**src/rtl/mem_port_arbiter.sv**
```systemverilog
// Purpose : hands a single memory write port between the processor and a comm loader.
// Latency : exactly one clk from cpu_*/com_* to mem_*; every output is a flop.
// Backpress: cpu_stall holds the processor while the loader owns the port or a handover is in flight.
//
// Ports:
//   clk, rst_n                       clock, asynchronous active-low reset
//   cpu_we/cpu_addr/cpu_wdata        processor write request (used only in CPU_OWN)
//   cpu_ack                          processor has reached a safe stall point
//   cpu_stall                        hold request to the processor
//   com_req                          loader ownership request (level)
//   com_we/com_addr/com_wdata        loader write request (used only in COM_OWN)
//   com_gnt                          loader currently owns the port
//   mem_we/mem_addr/mem_wdata        registered memory write port
//   wr_count                         loader writes accepted in the current/last ownership (saturating)
//   timeout_flag                     sticky, last ownership was ended by the idle timeout
module mem_port_arbiter #(
    parameter int DATA_W  = 16,
    parameter int ADDR_W  = 16,
    parameter int CNT_W   = 16,
    parameter int TIMEOUT = 1024
) (
    input  logic              clk,
    input  logic              rst_n,
    input  logic              cpu_we,
    input  logic [ADDR_W-1:0] cpu_addr,
    input  logic [DATA_W-1:0] cpu_wdata,
    input  logic              cpu_ack,
    output logic              cpu_stall,
    input  logic              com_req,
    input  logic              com_we,
    input  logic [ADDR_W-1:0] com_addr,
    input  logic [DATA_W-1:0] com_wdata,
    output logic              com_gnt,
    output logic              mem_we,
    output logic [ADDR_W-1:0] mem_addr,
    output logic [DATA_W-1:0] mem_wdata,
    output logic [CNT_W-1:0]  wr_count,
    output logic              timeout_flag
);

    typedef enum logic [1:0] {
        CPU_OWN = 2'd0,
        DRAIN   = 2'd1,
        COM_OWN = 2'd2,
        RELEASE = 2'd3
    } state_t;

    // Idle counter only has to reach TIMEOUT-1.
    localparam int                IDLE_W    = (TIMEOUT > 1) ? $clog2(TIMEOUT) : 1;
    localparam logic [IDLE_W-1:0] IDLE_LAST = (TIMEOUT > 0) ? IDLE_W'(TIMEOUT - 1) : '0;
    localparam logic              TO_EN     = (TIMEOUT > 0);

    state_t              r_state;
    logic                r_mem_we;
    logic [ADDR_W-1:0]   r_mem_addr;
    logic [DATA_W-1:0]   r_mem_wdata;
    logic                r_cpu_stall;
    logic                r_com_gnt;
    logic [CNT_W-1:0]    r_wr_count;
    logic                r_timeout_flag;
    logic [IDLE_W-1:0]   r_idle;

    logic                w_timeout_hit;
    logic                w_cnt_max;

    // A write cycle is never idle, so it can never trigger the timeout.
    assign w_timeout_hit = TO_EN && !com_we && (r_idle == IDLE_LAST);
    assign w_cnt_max     = (r_wr_count == {CNT_W{1'b1}});

    always_ff @(posedge clk or negedge rst_n) begin
        if (!rst_n) begin
            r_state        <= CPU_OWN;
            r_mem_we       <= 1'b0;
            r_mem_addr     <= '0;
            r_mem_wdata    <= '0;
            r_cpu_stall    <= 1'b0;
            r_com_gnt      <= 1'b0;
            r_wr_count     <= '0;
            r_timeout_flag <= 1'b0;
            r_idle         <= '0;
        end else begin
            case (r_state)
                CPU_OWN: begin
                    r_mem_we    <= cpu_we;
                    r_mem_addr  <= cpu_addr;
                    r_mem_wdata <= cpu_wdata;
                    if (com_req) begin
                        r_state     <= DRAIN;
                        r_cpu_stall <= 1'b1;
                    end
                end

                DRAIN: begin
                    r_mem_we <= 1'b0;
                    // Withdrawal wins over a simultaneous ack.
                    if (!com_req) begin
                        r_state     <= CPU_OWN;
                        r_cpu_stall <= 1'b0;
                    end else if (cpu_ack) begin
                        r_state        <= COM_OWN;
                        r_com_gnt      <= 1'b1;
                        r_wr_count     <= '0;
                        r_timeout_flag <= 1'b0;
                        r_idle         <= '0;
                    end
                end

                COM_OWN: begin
                    // The write in the cycle com_req drops is still taken.
                    r_mem_we    <= com_we;
                    r_mem_addr  <= com_addr;
                    r_mem_wdata <= com_wdata;
                    if (com_we) begin
                        r_idle <= '0;
                        if (!w_cnt_max) begin
                            r_wr_count <= r_wr_count + CNT_W'(1);
                        end
                    end else if (TO_EN && !w_timeout_hit) begin
                        r_idle <= r_idle + IDLE_W'(1);
                    end

                    if (!com_req) begin
                        r_state   <= RELEASE;
                        r_com_gnt <= 1'b0;
                    end else if (w_timeout_hit) begin
                        r_state        <= RELEASE;
                        r_com_gnt      <= 1'b0;
                        r_timeout_flag <= 1'b1;
                    end
                end

                RELEASE: begin
                    // One dead cycle so the loader's last write settles before the processor resumes.
                    r_mem_we    <= 1'b0;
                    r_com_gnt   <= 1'b0;
                    r_cpu_stall <= 1'b0;
                    r_state     <= CPU_OWN;
                end

                default: begin
                    r_state     <= CPU_OWN;
                    r_mem_we    <= 1'b0;
                    r_com_gnt   <= 1'b0;
                    r_cpu_stall <= 1'b0;
                end
            endcase
        end
    end

    assign mem_we       = r_mem_we;
    assign mem_addr     = r_mem_addr;
    assign mem_wdata    = r_mem_wdata;
    assign cpu_stall    = r_cpu_stall;
    assign com_gnt      = r_com_gnt;
    assign wr_count     = r_wr_count;
    assign timeout_flag = r_timeout_flag;

endmodule

```
**config.mk**
```make
export PLATFORM = sky130hd
export DESIGN_NAME = mem_port_arbiter
export DESIGN_NICKNAME = d
export VERILOG_FILES = /design/src/rtl/mem_port_arbiter.sv
export SDC_FILE = /design/constraint.sdc
export NUM_CORES = 1
export LEC_CHECK = 0
export BUFFER_PORTS_ARGS = -buffer_cell sky130_fd_sc_hd__buf_2
export CAP_MARGIN = 20
export CORE_MARGIN = 8
export CORE_UTILIZATION = 45
export DETAILED_ROUTE_END_ITERATION = 8
export GPL_ROUTABILITY_DRIVEN = 0
export PLACE_DENSITY = 0.84
export SYNTH_ARGS = -nofsm -noshare
export SYNTH_HDL_FRONTEND = slang
export SYNTH_SLANG_ARGS = --single-unit
```
**constraint.sdc**
```tcl
create_clock -name clk -period 1.6 [get_ports clk]
set_input_delay 0.16 -clock clk [delete_from_list [all_inputs] [get_ports clk]]
set_output_delay 0.16 -clock clk [all_outputs]
set_load 0.005 [all_outputs]
```
==> results.ini <==
[place]
dp_hpwl_mm=7.16
numPortBuffers=121
dp.cells=577

[synthesis]
yosys.area.top_type_share_pct=49.0
synth-warning-count=0
ys_seq_elements=64
syn_area_sq_um=3270
synth-edff-count=0
async_reset_ff_share_pct=100
synthesis.nets=398
postSynthAreaPerCell_sq_um=10.0
yosys.area.top_type=dfrtp_1
synth_common_cells=dfrtp_1, nand2_1, mux2i_1
synth_ff_type=dfrtp_1
ys_types=54
syn_inst=326
yosysMostFrequentCell=dfrtp_1
synthTopCellsByArea=dfrtp_1, mux2i_1, nand2_1, o21ai_0, nand3_1
ys_seq_area_share_pct=49.0

[timing]
setup_viol=15
fin_crit_sh_pct=106
slew_viol_final=0
fin_tns_setup_ns=-0.885
whs_ns=0.0600
grt_setup_unrepaired=yes
hold_viol_final=0
clock.fmax_mhz=587
period_needed_ns=1.70
fin_ws_ns=-0.104
worst_slew_pin_slew_ns=0.527
fin_skew_ns=0.00944
relSlewSlack_pct=64.8

[worst_setup_path]
r2r_setup_slack_ns=-0.10
arrival_ns=1.97
critPathBufInv=2
crit_path_cell_trace=ha_4 > nand4_1 > buf_4 > nor4_4 > buf_4 > a22oi_2 > a2bb2oi_1
regToRegStartpoint=wr_count[0]
end_kind=register
crit_path_frequent_cell=buf_4
worst-path-max-fanout=6
critical-path-top-delay-family=simple AND/OR/NAND/NOR gates
reg2reg_to=wr_count[11]
ff2ff_path_depth=7
critPathLaunchType=register
critPathMaxStageDelay_ns=0.39
crit_slowest_cell=dfrtp_1
worstSetupPathType=reg2reg
cp_data_required_time_ns=1.87

[run]
cap_violations=0

[outcome]
violations=setup timing
status=finished with violations

[final_layout]
fillers=608
drive_above_1_share_pct=42.6
diodes=0
area_growth_pct=41.6
final_util_pct=64.8
ff_latch_area_sq_um=1610
multi_input_area_sq_um=1650
layout.nets=567
layoutNonFillerInstCount=599

[route]
drtAntennaViolNets=0
drt-initial-drc-count=136
routed_wl_mm=9.77
vias_per_cell=5.28
drcViolationCount=0
wire_per_inst_um=16.3
dr.pass1.iters=4
num_vias=3164

[power_and_ir_drop]
power_mw=6.49
ir_drop_mv=0.682
p_per_area_nw_per_um2=1400
p_leak_nw=2.26

[cts]
numClockSinks=64
cts-buffers-inserted=9
clkSlewWorstSetupHoldPaths_ns=0.07
clock_latency_ns=0.34
cts_max_level=3
cts_buffer_depth=2
cts-root-buf=clkbuf_8
cts_tree=done

[global_route]
grt_max_degree=37
gr-usage-all-layers_pct=19.1
grt.overflow.total=0
grt_pass1_wl_mm=15.5
grt_pass1_vias=3264
antenna_found_initial=0

[floorplan]
start_util_pct=45.8
die_area_sq_um=10200
pin_count=122
rows=31
die_w_um=101
die_y_um=101
core_sq_um=7140

[worst_hold_path]
min_to=mem_we
hp-class=in2reg
whs_path_depth=3
hold_start=cpu_we

-- cells by family (layout without fill, tap and decap cells) --
| logic type | after synthesis | in the layout | synth area share, % |
|---|---|---|---|
| mux | 38 | 38 | 11.7 |
| fa+ha+maj | 2 | 2 | 0.765 |
| xor+xnor | 2 | 2 | 0.536 |
| compound gates | 82 | 82 | 16.3 |
| flops | 64 | 64 | 49.0 |
| buf+inv | 21 | 195 | 2.83 |
| simple gates | 117 | 117 | 18.9 |
-- cells in the final DEF (no fill, tap or decap), drive strengths merged, types with 3 or more instances in the layout --
| master | n |
|---|---|
| nand4 | 7 |
| a211o | 3 |
| inv | 4 |
| or4 | 5 |
| nand2 | 49 |
| nor2 | 7 |
| o21ai | 37 |
| and3 | 4 |
| o21a | 4 |
| a21oi | 9 |
| buf | 174 |
| dfrtp | 64 |
| clkbuf | 11 |
| nand3 | 14 |
| nand2b | 6 |
| a21boi | 4 |
| a2bb2oi | 3 |
| a31oi | 3 |
| nor3 | 8 |
| mux2i | 37 |
| nor4 | 7 |
| o22ai | 3 |
-- worst register-to-register path, stage by stage, from the launching register on --
cell and delay [ns]:
dfrtp_1 0.39, ha_4 0.16, nand4_1 0.12, buf_4 0.18
nor4_4 0.30, buf_4 0.22, a22oi_2 0.09, a2bb2oi_1 0.16
-- through the flow --
stage	worst slack, ns	cell area, sq um
after floorplan	-0.0780	3280
after global placement	-0.00714	4300
after detailed placement	-0.0606	4300
after CTS	-0.0726	4580
after global routing	-0.188	4630
final	-0.104	4630
-- flip-flops by register name, indices dropped and copies added, names as in the netlist, named ones only --
register      cells
mem_addr         16
mem_wdata        16
wr_count         16
r_idle           10
com_gnt           1
cpu_stall         1
mem_we            1
r_state           1
timeout_flag      1
-- worst max-delay path by stage --
stage                 from      endpoint  slack, ns  cells past startpoint
6_report       wr_count[0]  wr_count[11]      -0.10                      7
5_1_grt        wr_count[1]   wr_count[3]      -0.19                      7
4_1_cts        wr_count[0]   wr_count[0]      -0.07                      5
3_5_place_dp     r_idle[0]     r_idle[3]      -0.06                      6
3_3_place_gp     r_idle[0]     r_idle[3]     -0.007                      6
2_1_floorplan  wr_count[0]   wr_count[0]      -0.08                      6
-- timing repair --
action	4_1_cts	5_1_grt
gates resized for setup	7	8
buffers inserted	3	2
hold endpoints to repair	18	0
setup endpoints to repair	13	24
pin swaps	6	7
hold buffers	1	0
-- power breakdown --
group	switching, mW	leakage (nW)	internal [mW]
sequential	0.339	0.814	2.16
clock	0.640	0.101	0.799
combinational	1.35	1.35	1.20
total	2.33	2.26	4.16
-- layer usage --
layer	vias to the layer above	global-route usage (%)	share of wire, %
met5	-	0	0
met4	0	7.79	1.7
met3	18	6.46	7.7
met2	130	31.7	50
met1	1485	22.2	40
li1	1531	-	-
-- area by class of cell --
cell class | count | share of cell area, %
timing repair buffer | 175 | 22.2
inverter | 4 | 0.324
sequential | 64 | 34.7
tap | 99 | 2.68
clock buffer | 11 | 3.27
multi-input combinational | 241 | 35.7
clock inverter | 5 | 1.19
(Power assumes the default switching activity.)
